--- config.mk ---
export PLATFORM = sky130hd
export DESIGN_NAME = block_swing_ctrl_flat
export DESIGN_NICKNAME = d
export VERILOG_FILES = /design/src/rtl/block_swing_ctrl_if.sv /design/src/rtl/block_swing_ctrl.sv /design/src/flat_wrapper.sv
export SDC_FILE = /design/constraint.sdc
export NUM_CORES = 1
export LEC_CHECK = 0
export CAP_MARGIN = 25
export CORE_MARGIN = 10
export CORE_UTILIZATION = 54
export DETAILED_ROUTE_END_ITERATION = 8
export PLACE_DENSITY_LB_ADDON = 0.15
export SLEW_MARGIN = 10
export SYNTH_ARGS = -nofsm -noshare
export SYNTH_HDL_FRONTEND = slang
export SYNTH_SLANG_ARGS = --single-unit
--- constraint.sdc ---
create_clock -name clk -period 3.5 [get_ports clk]
set_clock_uncertainty 0.15 [all_clocks]
set_input_delay 0.525 -clock clk [delete_from_list [all_inputs] [get_ports clk]]
set_output_delay 0.525 -clock clk [all_outputs]
set_load 0.01 [all_outputs]
--- src/rtl/block_swing_ctrl_if.sv ---
// Handshake and position bus between the swing controller, the speed counter
// and the stack/draw logic.
interface block_swing_ctrl_if #(
  parameter int X_W = 8
);
  logic           tick;
  logic           start;
  logic [X_W-1:0] blk_width;
  logic           drop;
  logic           drop_ack;
  logic [X_W-1:0] x_pos;
  logic           dir;
  logic           swinging;
  logic           drop_valid;
  logic [X_W-1:0] drop_x;

  modport master (
    output tick, start, blk_width, drop, drop_ack,
    input  x_pos, dir, swinging, drop_valid, drop_x
  );

  modport slave (
    input  tick, start, blk_width, drop, drop_ack,
    output x_pos, dir, swinging, drop_valid, drop_x
  );
endinterface

--- src/rtl/block_swing_ctrl.sv ---
// Swings the active block left/right one STEP per tick between the playfield
// edges and hands the frozen position to the stacking logic on drop.
module block_swing_ctrl #(
  parameter int X_W   = 8,
  parameter int X_MAX = 160,
  parameter int STEP  = 2
) (
  input  logic                clk,
  input  logic                reset,
  block_swing_ctrl_if.slave   bus
);

  typedef enum logic [1:0] {
    IDLE  = 2'd0,
    SWING = 2'd1,
    HOLD  = 2'd2
  } state_t;

  localparam logic [X_W:0] STEP_C     = (X_W+1)'(STEP);
  localparam logic [X_W:0] XMAX_C     = (X_W+1)'(X_MAX);
  localparam logic [X_W:0] LEFT_LIM_C = STEP_C + (X_W+1)'(1);

  state_t         state_r, state_nxt_s;
  logic [X_W-1:0] x_pos_r, x_pos_nxt_s;
  logic [X_W-1:0] drop_x_r, drop_x_nxt_s;
  logic [X_W-1:0] width_r, width_nxt_s;
  logic           dir_r, dir_nxt_s;
  logic           swinging_r;
  logic           drop_valid_r;

  logic [X_W:0]   reach_s;
  logic [X_W-1:0] clamp_s;
  logic           degen_s;

  // Extra bit keeps x + STEP + width from wrapping before the edge compare.
  assign reach_s = {1'b0, x_pos_r} + STEP_C + {1'b0, width_r};
  assign clamp_s = XMAX_C[X_W-1:0] - width_r;
  assign degen_s = ({1'b0, width_r} >= XMAX_C);

  // Next-state and next-value logic for position, direction and handshake.
  always_comb begin
    state_nxt_s  = state_r;
    x_pos_nxt_s  = x_pos_r;
    dir_nxt_s    = dir_r;
    drop_x_nxt_s = drop_x_r;
    width_nxt_s  = width_r;
    case (state_r)
      IDLE: begin
        if (bus.start) begin
          state_nxt_s = SWING;
          x_pos_nxt_s = {X_W{1'b0}};
          dir_nxt_s   = 1'b1;
          width_nxt_s = bus.blk_width;
        end else begin
          state_nxt_s = IDLE;
        end
      end
      SWING: begin
        if (bus.drop) begin
          // Freeze the pre-tick position; a coincident tick is dropped.
          state_nxt_s  = HOLD;
          drop_x_nxt_s = x_pos_r;
        end else if (bus.tick) begin
          if (degen_s) begin
            x_pos_nxt_s = {X_W{1'b0}};
            dir_nxt_s   = 1'b1;
          end else if (dir_r) begin
            if (reach_s > XMAX_C) begin
              x_pos_nxt_s = clamp_s;
              dir_nxt_s   = 1'b0;
            end else begin
              x_pos_nxt_s = x_pos_r + STEP_C[X_W-1:0];
            end
          end else begin
            if ({1'b0, x_pos_r} < LEFT_LIM_C) begin
              x_pos_nxt_s = {X_W{1'b0}};
              dir_nxt_s   = 1'b1;
            end else begin
              x_pos_nxt_s = x_pos_r - STEP_C[X_W-1:0];
            end
          end
        end else begin
          state_nxt_s = SWING;
        end
      end
      HOLD: begin
        if (bus.drop_ack) begin
          if (bus.start) begin
            state_nxt_s = SWING;
            x_pos_nxt_s = {X_W{1'b0}};
            dir_nxt_s   = 1'b1;
            width_nxt_s = bus.blk_width;
          end else begin
            state_nxt_s = IDLE;
          end
        end else begin
          state_nxt_s = HOLD;
        end
      end
      default: begin
        state_nxt_s = IDLE;
      end
    endcase
  end

  // State and registered outputs; status flags follow the next state.
  always_ff @(posedge clk) begin
    if (reset) begin
      state_r      <= IDLE;
      x_pos_r      <= {X_W{1'b0}};
      dir_r        <= 1'b1;
      drop_x_r     <= {X_W{1'b0}};
      width_r      <= {X_W{1'b0}};
      swinging_r   <= 1'b0;
      drop_valid_r <= 1'b0;
    end else begin
      state_r      <= state_nxt_s;
      x_pos_r      <= x_pos_nxt_s;
      dir_r        <= dir_nxt_s;
      drop_x_r     <= drop_x_nxt_s;
      width_r      <= width_nxt_s;
      swinging_r   <= (state_nxt_s == SWING);
      drop_valid_r <= (state_nxt_s == HOLD);
    end
  end

  assign bus.x_pos      = x_pos_r;
  assign bus.dir        = dir_r;
  assign bus.swinging   = swinging_r;
  assign bus.drop_valid = drop_valid_r;
  assign bus.drop_x     = drop_x_r;

endmodule

--- src/flat_wrapper.sv ---
// flat-port wrapper written by rule: the top's interface ports become plain ports
module block_swing_ctrl_flat 
#(
  parameter int X_W   = 8,
  parameter int X_MAX = 160,
  parameter int STEP  = 2
)
  (clk, reset, bus_tick, bus_start, bus_blk_width, bus_drop, bus_drop_ack, bus_x_pos, bus_dir, bus_swinging, bus_drop_valid, bus_drop_x);
  block_swing_ctrl_if #(.X_W(X_W)) bus_i ();
  input  logic clk;
  input  logic reset;
  input wire logic [$bits(bus_i.tick)-1:0] bus_tick;
  input wire logic [$bits(bus_i.start)-1:0] bus_start;
  input wire logic [$bits(bus_i.blk_width)-1:0] bus_blk_width;
  input wire logic [$bits(bus_i.drop)-1:0] bus_drop;
  input wire logic [$bits(bus_i.drop_ack)-1:0] bus_drop_ack;
  output wire logic [$bits(bus_i.x_pos)-1:0] bus_x_pos;
  output wire logic [$bits(bus_i.dir)-1:0] bus_dir;
  output wire logic [$bits(bus_i.swinging)-1:0] bus_swinging;
  output wire logic [$bits(bus_i.drop_valid)-1:0] bus_drop_valid;
  output wire logic [$bits(bus_i.drop_x)-1:0] bus_drop_x;
  assign bus_i.tick = bus_tick;
  assign bus_i.start = bus_start;
  assign bus_i.blk_width = bus_blk_width;
  assign bus_i.drop = bus_drop;
  assign bus_i.drop_ack = bus_drop_ack;
  assign bus_x_pos = bus_i.x_pos;
  assign bus_dir = bus_i.dir;
  assign bus_swinging = bus_i.swinging;
  assign bus_drop_valid = bus_i.drop_valid;
  assign bus_drop_x = bus_i.drop_x;
  block_swing_ctrl #(.X_W(X_W), .X_MAX(X_MAX), .STEP(STEP)) u_core (.clk(clk), .reset(reset), .bus(bus_i));
endmodule
# After elaboration in Yosys (flattened, before gate mapping)

Index checks and enable logic that the tools add are counted.

Flip-flop bits (word level): 29
Input port bits: 14
Output and inout bits: 19
Word-level logic and storage cells: 54

Add/subtract/negate cells: 5
$lt $le $gt $ge: 3
Equal/unequal tests: 7
Muxes and demuxes: 26
Reductions and logical operators: 6

Operators with widths:

| operator            | number |
|---|---|
| $mux 8              | 10 |
| $pmux 8 s3          | 1 |
| $pmux 8 s2          | 1 |
| $add 8x2->9 const B | 1 |
| $add 9x8->9         | 1 |
| $gt 9x8->1 const B  | 1 |
| $mux 1              | 9 |
| $add 8x2->8 const B | 1 |
| $ge 8x8->1 const B  | 1 |
| $lt 8x2->1 const B  | 1 |
| $sub 8x2->8 const B | 1 |
| $sub 8x8->8 const A | 1 |
| $mux 2              | 3 |
| $ne 2x2->1 const B  | 3 |
| $pmux 2 s3          | 1 |
| $eq 2x1->1 const B  | 2 |
| $eq 2x2->1 const B  | 2 |
| $reduce_and 2->1    | 2 |
| $reduce_and 4->1    | 1 |
| $pmux 1 s3          | 1 |
| $reduce_bool 3->1   | 1 |
| $logic_not 2->1     | 1 |
| $reduce_bool 2->1   | 1 |

# Depth between registers and ports, before layout

Depth after elaboration: 9
Gate-level depth with buffers: 12
Gate-level depth less buffers: 12

# Worst setup path after synthesis

No wires, ideal clock.

Path kind: register to register
Start: register u_core.x_pos_r[1] (netlist: u_core.bus.x_pos[1])
End: register u_core.x_pos_r[1] (netlist: u_core.bus.x_pos[1])
Setup time: 0.074 ns
Arrival: 2.954 ns
Required time: 3.276 ns
Slack: 0.321 ns
Cell stages (with the launch flop): 13
Path buffers: 0
Period minus slack after synthesis: 3.179 ns
Path through: dfxtp_1 > inv_1 > ha_1 > inv_1 > ha_1 > inv_1 > fa_1 > nor2b_4 > a21oi_1 > o311ai_1 > a311oi_2 > or4_1 > a31oi_1

Longest elaborated chain between the ends: 9
Elaborated cells on any way between the ends: 15
Those cells by class: add/sub: 4; order compare: 2; mux: 9

RTL lines:

| element                  | line                    | RTL |
|---|---|---|
| start: declaration       | block_swing_ctrl.sv:24  | `logic [X_W-1:0] x_pos_r, x_pos_nxt_s;` |
| start signal: assignment | block_swing_ctrl.sv:110 | `x_pos_r <= {X_W{1'b0}};` |
| start signal: assignment | block_swing_ctrl.sv:118 | `x_pos_r <= x_pos_nxt_s;` |
| $add 8x2->9              | block_swing_ctrl.sv:36  | `assign reach_s = {1'b0, x_pos_r} + STEP_C + {1'b0, width_r};` |
| $add 9x8->9              | block_swing_ctrl.sv:36  |  |
| $gt 9x8->1               | block_swing_ctrl.sv:68  | `if (reach_s > XMAX_C) begin` |
| $mux 8                   | block_swing_ctrl.sv:68  |  |
| $mux 8                   | block_swing_ctrl.sv:67  | `end else if (dir_r) begin` |
| $mux 8                   | block_swing_ctrl.sv:64  | `if (degen_s) begin` |
| $mux 8                   | block_swing_ctrl.sv:63  | `end else if (bus.tick) begin` |
| $mux 8                   | block_swing_ctrl.sv:59  | `if (bus.drop) begin` |
| $pmux 8 s3 *             | block_swing_ctrl.sv:47  | `case (state_r)` |

Mark *: on every way between the ends. The rest lies on a longest branch, timed or not. The select of a mux whose other input is x is not followed.
A chain may end at the register's enable or synchronous reset.

# Final worst setup path

Start: register u_core.x_pos_r[1] (netlist: u_core.bus.x_pos[1])
End: register u_core.x_pos_r[4] (netlist: u_core.bus.x_pos[4])

Longest elaborated chain between the ends: 9
Elaborated cells on any way between the ends: 13
Those cells by class: add/sub: 4; order compare: 2; mux: 7

RTL lines:

| element      | line |
|---|---|
| $add 8x2->9  | block_swing_ctrl.sv:36 |
| $add 9x8->9  | block_swing_ctrl.sv:36 |
| $gt 9x8->1   | block_swing_ctrl.sv:68 |
| $mux 8       | block_swing_ctrl.sv:68 |
| $mux 8 *     | block_swing_ctrl.sv:67 |
| $mux 8 *     | block_swing_ctrl.sv:64 |
| $mux 8 *     | block_swing_ctrl.sv:63 |
| $mux 8 *     | block_swing_ctrl.sv:59 |
| $pmux 8 s3 * | block_swing_ctrl.sv:47 |

Marked as above.

==> metrics <==
detailed-route wire length=6020 um; crit path cell chain=inv_1 > ha_1 > inv_1 > ha_1 > inv_1 > fa_1 > nor2b_1 > o211ai_1 > o311ai_2 > a311oi_4 > nor2_1 > a221o_1; RSZ-0062 raised after global routing=false; largest family of logic cells by synthesized area=compound AO/OA/AOI/OAI gates; initial antenna violation count=0; hpwl dp=4650 um; crit end category=flop; Clock transition at path regs=70 ps; Finished Cell Area=0.00273 mm2; Fin. Hold Viols=0; worst reg2reg path depth=12; pwr dens=320 mW/mm2; dpl cell area=0.00259 mm2; first-pass GRT wire length=10,300 um; initial core utilization=55.2%; reg-to-reg startpoint=u_core.bus.x_pos[1]; Worst EP required=3530 ps; number of global-route vias before repair=2,129; R2R setup slack=260 ps; Post-Place Setup Slack=284 ps; Port Buf Inserts=32; Tot GR Track Use=17.3%; Multi-input gate area=0.00152 mm2; slew margin rel.=60.3%; slowest CP cell=a311oi_4; Max stage delay on crit path=460 ps; hold_buf cts=0; crit-path max FO=7; setup_tns=0 ps; Final Setup Violations=0; Leak=1.14 nW; Synth Area in Adders=11.3%; Syn Area/Cell=8.34 um2; Slew Limit Fails=0; Synth Flop Type=dfxtp_1; Peak VDD IR=0.273 mV; Post-synth EDFFs=0; Root Driver=clkbuf_8; Synth Area in Compound Gates=25.8%; Setup CP Type=reg -> reg; Ys Warns=0; post-DR vias/cell=6.06; number of max-cap violations=0; post-DR wirelength/cell=17.2 um; sequential cell area=581 um2; Critical Path End=u_core.bus.x_pos[4]; H-tree depth=2; Yosys reg bits=29; Die Height=83.5 um; Mapped Cells=261; syn_nets=294; n_diodes=0; Worst Path Arrival=3270 ps; layout cells sized above 1=10.7%; XOR/XNOR Fraction of Synth Area=4.83%; Worst-Margin Slew=589 ps; CTS buffer count=5; minimum clock period=3240 ps; Routability Congestion=0.931; mapped cell area=0.00218 mm2; Buf+Inv Stages, Crit Path=3; DRC violations left=0; die width=83.5 um; Layout area overhead=25.4%; final-layout fill cell count=330; multiplexer share of the synthesized area=5.98%; worst skew pair latency=280 ps; core area=0.00394 mm2; top-level I/O count=33; gr ovfl total=0; vias=2,122; Pre-antenna DRT Iters=4; outcome=completed; Async S/R FF share, synth=0%; Reg-to-Reg End=u_core.bus.x_pos[4]; Starting DRT DRC Count=264; critical path depth=12; sequential element share of the synthesized area=26.7%; Final ANT Viol Nets=0; hold crit path type=reg -> reg; Final #Nets=332; crit-path leading delay family=compound AO/OA/AOI/OAI gates; Cell variety after synth=64; area share of the largest cell type after synthesis=26.7%; Area contributors post-synth=dfxtp_1, ha_1, nor2_1; DIE AREA=0.00697 mm2; Crit. Startpoint=u_core.bus.x_pos[1]; cell repeated most along the worst path=inv_1; Max clock buf depth=2; Max Fclk=309 MHz; largest net degree at the start of global routing=26; TritonCTS clock tree=done; post-synth top area cell=dfxtp_1; Critical Path Start Type=flop; simple logic cell fraction of the synthesized area=21.2%; total clock sinks=29; Setup WS post-layout=259 ps; row cnt=23; final worst path period share=92.6%
## how the worst min path moves through the flow
stage                               from                    end  slack, ps  cells after the start
floorplan              u_core.state_r[1]  u_core.bus.drop_valid        330                      2
global placement    u_core.bus.drop_x[4]   u_core.bus.drop_x[4]        330                      2
detailed placement  u_core.bus.drop_x[3]   u_core.bus.drop_x[3]        350                      2
CTS                 u_core.bus.drop_x[5]   u_core.bus.drop_x[5]        360                      2
global route        u_core.bus.drop_x[4]   u_core.bus.drop_x[4]        400                      2
finish              u_core.bus.drop_x[5]   u_core.bus.drop_x[5]        350                      2
## Yosys cell counts (3+ instances only)
library cell   n
buf_1          4
o2111ai_1      3
a31o_1         3
nor2_1        36
nand4_1        3
dfxtp_1       29
nor3_1         9
o21a_1         5
a31oi_1        4
inv_1         12
nand3_1        9
a21o_1         4
mux2i_1       13
and3_1         4
nand2_1       11
xnor2_1       10
ha_1          18
a21oi_1       15
clkbuf_1       6
o21ai_0        6
## state kept, by name, summed over array words and instances (netlist names)
register               count
u_core.bus.dir             1
u_core.bus.swinging        1
u_core.bus.drop_valid      1
u_core.bus.x_pos           8
u_core.width_r             8
u_core.bus.drop_x          8
u_core.state_r             2
## cells by family (layout without fill, tap and decap cells)
logic type | count (synthesis) | in the layout
compound gates | 71 | 71
xor+xnor | 12 | 12
fa+ha+maj | 19 | 19
buf+inv | 24 | 63
flops | 29 | 29
mux | 13 | 13
simple gates | 93 | 93
## placed cells by master, fill, tap and decap left out, types with 5 or more instances in the layout
cell and instances:
buf_4 11, nor3_1 9, nand2_1 11, clkbuf_8 6
inv_1 12, xnor2_1 10, ha_1 18, nor2_1 36
mux2i_1 13, dfxtp_1 29, o21ai_0 6, a21oi_1 15
o21a_1 5, nand3_1 9, clkdlybuf4s50_1 32
## per-stage QoR
| stage | utilization (%) | hold slack (ps) | power, mW | std cells |
|---|---|---|---|---|
| after global placement | 65.8 | 327 | 0.505 | 342 |
| after global routing | 69.2 | 399 | 0.909 | 350 |
| after floorplan | - | 331 | 0.460 | 261 |
| final | 69.2 | 348 | 0.874 | 350 |
| after CTS | 68.7 | 358 | 0.868 | 350 |
| after detailed placement | 65.8 | 346 | 0.508 | 342 |
## final cells by class
type | instances | share of cell area [%]
Multi-Input combinational cell | 208 | 55.8
Sequential cell | 29 | 21.3
Timing Repair Buffer | 43 | 14.8
Clock buffer | 7 | 3.16
Tap cell | 50 | 2.29
Inverter | 12 | 1.65
Clock inverter | 1 | 1.10
## tightest hold or removal path: cells and delay by family (launching register included)
family | cells | cell delay, ps
AND/OR/NAND/NOR | 1 | 70
multiplexers | 1 | 70
flip-flops | 1 | 330
## metal layers
metal	global-route usage (%)	vias up	share of wire, %
met3	4.10	9	9.0
met5	0	-	0
met4	6.54	0	1.9
li1	-	1047	-
met1	21.7	971	43
met2	27.9	95	46
## power breakdown
group | internal, mW | switching [mW]
Combinational | 0.0705 | 0.0850
Sequential | 0.340 | 0.0122
Clock | 0.232 | 0.135
Total | 0.642 | 0.232
## timing repair
action	in CTS	in global routing
endpoints found under the hold margin	0	0
buffers inserted	0	0
resized for setup	0	2
endpoints found under the setup margin	0	2
Power figures use the tool's default switching activity.
